$ cat src/rtl/ifetch_unit_if.sv
// Instruction-memory fetch bus: request/address from the fetch stage, ack/data back from memory.
interface ifetch_unit_if;
  logic        imem_req;
  logic [31:0] imem_addr;
  logic        imem_ack;
  logic [31:0] imem_rdata;

  modport master (output imem_req, output imem_addr, input imem_ack, input imem_rdata);
  modport slave  (input imem_req, input imem_addr, output imem_ack, output imem_rdata);
endinterface

$ cat src/rtl/ifetch_unit.sv
// MIPS instruction fetch stage: holds PC, fetches over req/ack, computes next PC on retire.
// Optional macro IFETCH_MISALIGN_TRAP_EN: misaligned next PC enters a sticky fault state.
module ifetch_unit #(
  parameter logic [31:0] RESET_PC = 32'h0000_3000
) (
  input  logic          clk,
  input  logic          rst,
  ifetch_unit_if.master imem,
  output logic [31:0]   instr,
  output logic [5:0]    opcode,
  output logic [5:0]    funct,
  output logic          instr_valid,
  output logic [31:0]   pc,
  output logic [31:0]   pc_plus4,
  input  logic          retire,
  input  logic [1:0]    jump,
  input  logic [1:0]    branch,
  input  logic          zero,
  input  logic [31:0]   imm32,
  input  logic [31:0]   rs_data,
  output logic [31:0]   retired_cnt,
  output logic          fault
);

  typedef enum logic [1:0] {S_IDLE, S_FETCH, S_VALID, S_FAULT} state_t;

  state_t      state_q, state_d;
  logic        imem_req_q, imem_req_d;
  logic [31:0] pc_q, pc_d;
  logic [31:0] instr_q, instr_d;
  logic        instr_valid_q, instr_valid_d;
  logic [31:0] retired_cnt_q, retired_cnt_d;
  logic [31:0] next_pc_raw, next_pc;
  logic        br_taken, misalign;

  assign pc_plus4 = pc_q + 32'd4;

  always_comb begin
    br_taken = ((branch == 2'b01) && zero) || ((branch == 2'b10) && !zero);
    case (jump)
      2'b01, 2'b10: next_pc_raw = {pc_plus4[31:28], instr_q[25:0], 2'b00};
      2'b11:        next_pc_raw = rs_data;
      default:      next_pc_raw = br_taken ? (pc_plus4 + (imm32 << 2)) : pc_plus4;
    endcase
`ifdef IFETCH_MISALIGN_TRAP_EN
    next_pc  = next_pc_raw;
    misalign = |next_pc_raw[1:0];
`else
    // Only jr can produce a misaligned target; without the trap it is silently aligned.
    next_pc  = next_pc_raw & ~32'h3;
    misalign = 1'b0;
`endif
  end

  always_ff @(posedge clk) begin
    if (rst) state_q <= S_IDLE;
    else     state_q <= state_d;
  end

  always_comb begin
    state_d = state_q;
    case (state_q)
      S_IDLE:  state_d = S_FETCH;
      S_FETCH: if (imem.imem_ack) state_d = S_VALID;
      S_VALID: if (retire) state_d = misalign ? S_FAULT : S_FETCH;
      S_FAULT: state_d = S_FAULT;
      default: state_d = S_IDLE;
    endcase
  end

  always_comb begin
    imem_req_d    = (state_d == S_FETCH);
    pc_d          = pc_q;
    instr_d       = instr_q;
    instr_valid_d = instr_valid_q;
    retired_cnt_d = retired_cnt_q;
    if ((state_q == S_FETCH) && imem.imem_ack) begin
      instr_d       = imem.imem_rdata;
      instr_valid_d = 1'b1;
    end
    if ((state_q == S_VALID) && retire) begin
      pc_d          = next_pc;
      instr_valid_d = 1'b0;
      retired_cnt_d = retired_cnt_q + 32'd1;
    end
  end

  always_ff @(posedge clk) begin
    if (rst) begin
      imem_req_q    <= 1'b0;
      pc_q          <= RESET_PC;
      instr_q       <= 32'h0;
      instr_valid_q <= 1'b0;
      retired_cnt_q <= 32'h0;
    end else begin
      imem_req_q    <= imem_req_d;
      pc_q          <= pc_d;
      instr_q       <= instr_d;
      instr_valid_q <= instr_valid_d;
      retired_cnt_q <= retired_cnt_d;
    end
  end

`ifdef IFETCH_MISALIGN_TRAP_EN
  logic fault_q, fault_d;

  assign fault_d = fault_q | ((state_q == S_VALID) && retire && misalign);

  always_ff @(posedge clk) begin
    if (rst) fault_q <= 1'b0;
    else     fault_q <= fault_d;
  end

  assign fault = fault_q;
`else
  assign fault = 1'b0;
`endif

  assign imem.imem_req  = imem_req_q;
  assign imem.imem_addr = pc_q;
  assign instr          = instr_q;
  assign opcode         = instr_q[31:26];
  assign funct          = instr_q[5:0];
  assign instr_valid    = instr_valid_q;
  assign pc             = pc_q;
  assign retired_cnt    = retired_cnt_q;

endmodule

$ cat src/flat_wrapper.sv
// flat-port wrapper written by rule: the top's interface ports become plain ports
module ifetch_unit_flat 
#(
  parameter logic [31:0] RESET_PC = 32'h0000_3000
)
  (clk, rst, instr, opcode, funct, instr_valid, pc, pc_plus4, retire, jump, branch, zero, imm32, rs_data, retired_cnt, fault, imem_imem_req, imem_imem_addr, imem_imem_ack, imem_imem_rdata);
  ifetch_unit_if imem_i ();
  input  logic clk;
  input  logic rst;
  output logic [31:0] instr;
  output logic [5:0] opcode;
  output logic [5:0] funct;
  output logic instr_valid;
  output logic [31:0] pc;
  output logic [31:0] pc_plus4;
  input  logic retire;
  input  logic [1:0] jump;
  input  logic [1:0] branch;
  input  logic zero;
  input  logic [31:0] imm32;
  input  logic [31:0] rs_data;
  output logic [31:0] retired_cnt;
  output logic fault;
  output wire logic [$bits(imem_i.imem_req)-1:0] imem_imem_req;
  output wire logic [$bits(imem_i.imem_addr)-1:0] imem_imem_addr;
  input wire logic [$bits(imem_i.imem_ack)-1:0] imem_imem_ack;
  input wire logic [$bits(imem_i.imem_rdata)-1:0] imem_imem_rdata;
  assign imem_imem_req = imem_i.imem_req;
  assign imem_imem_addr = imem_i.imem_addr;
  assign imem_i.imem_ack = imem_imem_ack;
  assign imem_i.imem_rdata = imem_imem_rdata;
  ifetch_unit #(.RESET_PC(RESET_PC)) u_core (.clk(clk), .rst(rst), .imem(imem_i), .instr(instr), .opcode(opcode), .funct(funct), .instr_valid(instr_valid), .pc(pc), .pc_plus4(pc_plus4), .retire(retire), .jump(jump), .branch(branch), .zero(zero), .imm32(imm32), .rs_data(rs_data), .retired_cnt(retired_cnt), .fault(fault));
endmodule
$ cat config.mk
export PLATFORM = sky130hd
export DESIGN_NAME = ifetch_unit_flat
export DESIGN_NICKNAME = d
export VERILOG_FILES = /design/src/rtl/ifetch_unit_if.sv /design/src/rtl/ifetch_unit.sv /design/src/flat_wrapper.sv
export SDC_FILE = /design/constraint.sdc
export NUM_CORES = 1
export LEC_CHECK = 0
export CAP_MARGIN = 20
export CELL_PAD_IN_SITES_DETAIL_PLACEMENT = 1
export CELL_PAD_IN_SITES_GLOBAL_PLACEMENT = 1
export CORE_MARGIN = 2
export CORE_UTILIZATION = 31
export CTS_BUF_LIST = sky130_fd_sc_hd__clkbuf_8 sky130_fd_sc_hd__clkbuf_16
export DETAILED_ROUTE_END_ITERATION = 8
export GPL_TIMING_DRIVEN = 0
export PLACE_DENSITY_LB_ADDON = 0.1
export SLEW_MARGIN = 20
export SYNTH_ARGS = -nofsm -noshare
export SYNTH_HDL_FRONTEND = slang
export SYNTH_SLANG_ARGS = --single-unit
$ cat constraint.sdc
create_clock -name clk -period 4.93 [get_ports clk]
set_clock_uncertainty 0.1 [all_clocks]
set_input_delay 0.986 -clock clk [delete_from_list [all_inputs] [get_ports clk]]
set_output_delay 0.986 -clock clk [all_outputs]
set_load 0.01 [all_outputs]
==> results of run 1 <==
final cells by class:
type                    count  area share
well taps                 280      0.0343
plain buffers              96      0.0542
clock inverters             7     0.00833
multi-input cells         680       0.420
clock buffers               9      0.0221
repair buffers            269       0.263
inverters                  16     0.00588
flip-flops and latches     98       0.192
worst max-delay path, delay by kind of cell, from the launching register on:
kind | cells | cell delay (ps)
AND/OR/NAND/NOR | 5 | 1490
buffers and inverters | 2 | 820
flip-flops | 1 | 520
XOR/XNOR | 1 | 340
what timing repair did:
action | in CTS | in global routing
pin swaps | 1 | 0
endpoints found under the setup margin | 1 | 3
resized for setup | 1 | 6
setup buffers | 1 | 0
hold buffers | 0 | 0
sequential cells by signal, indices dropped and copies added (netlist names):
signal,flops
u_core.imem.imem_addr,30
u_core.imem.imem_req,1
u_core.instr,32
u_core.instr_valid,1
u_core.retired_cnt,32
u_core.state_q,2
power breakdown:
group / switching [mW] / internal (mW)
Sequential: 0.0249 / 0.811
Clock: 0.389 / 0.363
Combinational: 0.227 / 0.217
Total: 0.640 / 1.39
final timing paths:
| path | endpoint | start |
|---|---|---|
| max | pc_plus4[31] | u_core.imem.imem_addr[6]$_SDFFE_PP0P_ |
| min | u_core.instr[20]$_SDFFE_PP0P_ | u_core.instr[20]$_SDFFE_PP0P_ |
| max reg2reg | u_core.imem.imem_addr[31]$_SDFFE_PP0P_ | u_core.imem.imem_addr[6]$_SDFFE_PP0P_ |
| min reg2reg | u_core.instr[20]$_SDFFE_PP0P_ | u_core.instr[20]$_SDFFE_PP0P_ |
per-layer routing:
layer,routed length [µm],track usage,vias up
li1,-,-,3669
met1,12800,0.315,3667
met2,13800,0.419,208
met3,1970,0.0532,18
met4,335,0.0547,0
met5,0,0,-
kinds of logic after synthesis:
family / synth area share
adder cells (fa/ha/maj): 0.0673
buffers and inverters: 0.0900
multiplexers: 0.00441
AND/OR/NAND/NOR: 0.216
XOR/XNOR: 0.0990
other: 0.000551
flip-flops: 0.288
AO/OA/AOI/OAI: 0.234
cells in the final DEF, fill, tap and decap left out, drive strengths merged, types with 4 or more instances in the layout:
master and n:
dfxtp 98, and2 4, o221ai 6, a311oi 4, nor3 10, clkdlybuf4s50 267, inv 18, nand2b 5
buf 58, xor2 37, a31oi 4, a221o 5, nand2 145, ha 35, o31ai 7, conb 7
xnor2 40, a21o 18, nand4 12, nand3 31, a21oi 78, clkinv 4, a211o 5, o21ai 31
o21a 7, and4 8, a221oi 20, nor2 78, and3 13, a22oi 5, o211ai 8, clkbuf 49
a211oi 13, or3 5
==> flow_summary_export.csv, run 1 <==
group,metric,value,unit
sta,layout_setup_ws,300,ps
drt,drt_wl_total,28900,µm
power,p_leak,3.94,nW
logic_synthesis,postSynthCellCount,884,
logic_synthesis,yosysTopAreaCellShare,0.288,
worst_setup_path,max_stage_delay,610,ps
global_route,grt_max_degree,21,
hold_path,holdPathStages,2,
finish,fin_nets,1311,
floorplan,ios,280,
sta,rsz0062_at_grt,"false",
floorplan,start_util,0.314,
placed_design,globalplace.congestion,0.858,
clocking,cts_buffers,9,
worst_setup_path,critPathLaunchType,"register",
logic_synthesis,synth-edff-count,0,
logic_synthesis,netlist.top_cell.by_area,"dfxtp_1",
drt,drtIter0Drc,317,
finish,fin_cells,1455,
finish,utilization,0.471,
sta,tns,0,ps
worst_setup_path,worstPathRequired,3840,ps
placed_design,dp_cells,1437,
clocking,cts_sinks,98,
sta,fmax,216,MHz
job,max_cap_viol_count,0,
logic_synthesis,yosys_warnings,0,
worst_setup_path,cp-end-kind,"primary output",
sta,post-route-period-util,0.939,
drt,drc,0,
finish,fin_area,0.0102,mm²
placed_design,hpwl,23100,µm
clocking,clk_pin_slew,80,ps
worst_setup_path,cp.arrival,3540,ps
logic_synthesis,synth.area.top_cells,"dfxtp_1 29%, nand2_1 8.0%, ha_1 6.4%, a21oi_1 5.7%, buf_4 5.5%",
sta,hold_violations,0,
global_route,grt_usage,0.244,
logic_synthesis,avgSynthCellArea,7.70,µm²
global_route,overflow,0,
power,ir_drop,0.000183,V
clocking,clk_latency,360,ps
placed_design,pre_cts_slack,-131,ps
logic_synthesis,synth_ff_type,"dfxtp_1",
logic_synthesis,ys_ff_latch,98,
logic_synthesis,syn_area,0.00681,mm²
power,power.density,199,mW/mm²
sta,worstMarginPinSlew,934,ps
logic_synthesis,yosysUniqueCellTypes,68,
worst_setup_path,reg2regPathDepth,15,
finish,fill_cells,2580,
logic_synthesis,ys_seq_area_frac,0.288,
drt,drtPass1Iterations,4,
floorplan,row_count,54,
worst_setup_path,crit_chain,"nand3_1, nand2b_1, nor3b_4, buf_4, nand4_2, nor3_1, xor2_1, clkdlybuf4s50_1",
finish,area.sequential,0.00196,mm²
finish,multi_input_area,0.00429,mm²
power,total_power,2.03,mW
floorplan,design.die.area,0.0232,mm²
worst_setup_path,path_class,"register to primary output",
finish,antenna_cells,0,
sta,maxSlewViolCount,0,
logic_synthesis,async_reset_ff_frac,0,
global_route,grt_pass1_wl,44600,µm
finish,layout-drive-gt1-share,0.0774,
drt,vias,7562,
worst_setup_path,rrSetupSlack,320,ps
logic_synthesis,synth_most_common_cell,"nand2_1",
floorplan,design.core.area,0.0217,mm²
global_route,grt_pass1_vias,7825,
clocking,root_buffer,"clkbuf_16",
sta,hold_slack,386,ps
sta,finalSetupViolCount,0,
worst_setup_path,crit_fanout,7,
sta,min_period,4630,ps
logic_synthesis,yosys-top-cells-count,"145 x nand2_1, 98 x dfxtp_1, 78 x a21oi_1, 78 x nor2_1, 50 x buf_4",
floorplan,fp.dieH,152,µm
placed_design,dpl_cell_area,0.00985,mm²
placed_design,numPortBuffers,267,
clocking,cts_max_path_buffers,2,
finish,area_growth,50.0,%
outcome,status,"completed",
floorplan,die_w,152,µm
clocking,cts_tree,"yes",
worst_setup_path,crit_slowest_cell,"clkdlybuf4s50_1",
sta,max_slew_margin,0.375,
drt,viasPerCell,5.20,
global_route,antenna_found_initial,0,
drt,ant_nets,0,
hold_path,hold_class,"register to register",
clocking,htree_levels,3,
drt,wl_per_cell,19.8,µm
(Power assumes the default switching activity.)
==> run 2, diff against run 1 <==
Settings changed: CORE_MARGIN 2 to 5.
==> run 2 against run 1 <==
Effect of this change:
- cell area about the same
- global-route usage decreased by 1.6 points
- sequential share of layout area barely moved
- critical endpoint is now u_core.imem.imem_addr[31]$_SDFFE_PP0P_
- largest cell class unchanged
==> flow_summary_export.csv, run 2 (synthesis gave the netlist of run 1 again) <==
group,metric,value,unit
outcome,status,"completed",
placed_design,dp_cells,1437,
finish,fin_area,0.0102,mm²
hold_path,holdPathStages,1,
sta,hold_slack,380,ps
clocking,clk_pin_slew,80,ps
drt,vias,7466,
power,p_leak,3.94,nW
worst_setup_path,crit_slowest_cell,"dfxtp_1",
hold_path,hold_class,"register to register",
finish,layout-drive-gt1-share,0.0792,
worst_setup_path,worstPathRequired,5110,ps
placed_design,numPortBuffers,267,
drt,drtIter0Drc,312,
clocking,clk_latency,360,ps
finish,fin_cells,1454,
clocking,cts_max_path_buffers,2,
worst_setup_path,critPathLaunchType,"register",
clocking,cts_tree,"yes",
sta,finalSetupViolCount,0,
power,ir_drop,0.000162,V
drt,viasPerCell,5.13,
global_route,grt_pass1_vias,7655,
sta,worstMarginPinSlew,939,ps
clocking,cts_sinks,98,
finish,fin_nets,1310,
sta,fmax,213,MHz
worst_setup_path,reg2regPathDepth,15,
worst_setup_path,path_class,"register to register",
job,max_cap_viol_count,0,
floorplan,design.die.area,0.0250,mm²
drt,drtPass1Iterations,4,
finish,antenna_cells,0,
finish,multi_input_area,0.00430,mm²
drt,drc,0,
finish,layout_commonest_cell,"clkdlybuf4s50_1",
sta,maxSlewViolCount,0,
worst_setup_path,crit_chain,"nand3_1, nand2b_1, nor3b_4, nand3_1, xnor2_2, ha_1, a21o_1, a2111oi_2, o211a_1, a211oi_1, o31a_1, o41ai_4, xor2_1, or4_1, o211ai_1",
worst_setup_path,cp.arrival,4880,ps
drt,ant_nets,0,
clocking,root_buffer,"clkbuf_16",
sta,post-route-period-util,0.954,
finish,area.sequential,0.00197,mm²
global_route,grt_pass1_wl,44200,µm
floorplan,design.core.area,0.0218,mm²
clocking,htree_levels,3,
placed_design,dpl_cell_area,0.00985,mm²
global_route,antenna_found_initial,0,
floorplan,row_count,54,
global_route,overflow,0,
worst_setup_path,crit_path_frequent_cell,"nand3_1",
finish,layout_common_cells,"267 x clkdlybuf4s50_1, 145 x nand2_1, 95 x dfxtp_1",
worst_setup_path,max_stage_delay,500,ps
worst_setup_path,cp-end-kind,"register",
floorplan,fp.dieH,158,µm
global_route,grt_max_degree,21,
sta,max_slew_margin,0.370,
drt,drt_wl_total,29100,µm
power,power.density,197,mW/mm²
global_route,grt_usage,0.228,
sta,hold_violations,0,
sta,rsz0062_at_grt,"false",
placed_design,hpwl,23800,µm
finish,fill_cells,2638,
finish,area_growth,50.1,%
floorplan,ios,280,
drt,wl_per_cell,20.0,µm
clocking,cts_buffers,9,
floorplan,start_util,0.313,
floorplan,die_w,158,µm
placed_design,globalplace.congestion,0.873,
sta,min_period,4700,ps
worst_setup_path,crit_fanout,7,
-- run 2: layout make-up --
class,count,share of cell area
Multi-Input combinational cell,680,0.421
Tap cell,280,0.0343
Clock inverter,7,0.00833
Buffer,96,0.0541
Inverter,16,0.00588
Sequential cell,98,0.192
Timing Repair Buffer,268,0.262
Clock buffer,9,0.0220
-- run 2: worst max-delay path: cells and delay by family (launching register included) --
kind / cells / cell delay [ps]
AOI/OAI and AO/OA: 7 / 1880
xor gates and xnor gates: 2 / 390
adders and majority gates: 1 / 380
DFF: 1 / 500
and+or+nand+nor: 5 / 1380
-- run 2: final timing paths --
check	startpoint	to	slack (ps)
hold reg to reg	u_core.instr_valid$_SDFFE_PP0P_	u_core.instr_valid$_SDFFE_PP0P_	380
setup / recovery	u_core.imem.imem_addr[6]$_SDFFE_PP0P_	u_core.imem.imem_addr[31]$_SDFFE_PP0P_	230
hold / removal	u_core.instr_valid$_SDFFE_PP0P_	u_core.instr_valid$_SDFFE_PP0P_	380
setup reg to reg	u_core.imem.imem_addr[6]$_SDFFE_PP0P_	u_core.imem.imem_addr[31]$_SDFFE_PP0P_	230
-- run 2: metal layers --
metal | global-route usage | wire (µm) | vias to the layer above | share of wire
li1 | - | - | 3663 | -
met1 | 0.299 | 12900 | 3583 | 0.44
met2 | 0.380 | 13600 | 204 | 0.47
met3 | 0.0705 | 2390 | 16 | 0.082
met4 | 0.0325 | 213 | 0 | 0.0073
met5 | 0 | 0 | - | 0
-- run 2: power by group --
group | switching [mW] | total (mW) | internal (mW) | leakage, nW
Sequential | 0.0243 | 0.835 | 0.811 | 0.795
Clock | 0.375 | 0.738 | 0.363 | 0.146
Combinational | 0.226 | 0.443 | 0.217 | 3.00
Total | 0.626 | 2.02 | 1.39 | 3.94
-- run 2: what timing repair did --
item                       4_1_cts  5_1_grt
setup endpoints to repair        2        1
pin swaps                        1        0
buffers inserted                 1        0
resized for setup                4        7
hold buffers                     0        0
-- run 2: through the flow --
| stage | util | power, mW | worst slack [ps] | setup TNS, ps |
|---|---|---|---|---|
| 4_1_cts | 0.468 | 2.03 | 33.0 | 0 |
| 5_1_grt | 0.470 | 2.10 | 11.4 | 0 |
| 3_5_place_dp | 0.453 | 1.30 | -282 | -282 |
| 2_1_floorplan | - | 1.06 | 776 | 0 |
| 6_report | 0.470 | 2.02 | 229 | 0 |
| 3_3_place_gp | 0.453 | 1.29 | -301 | -301 |
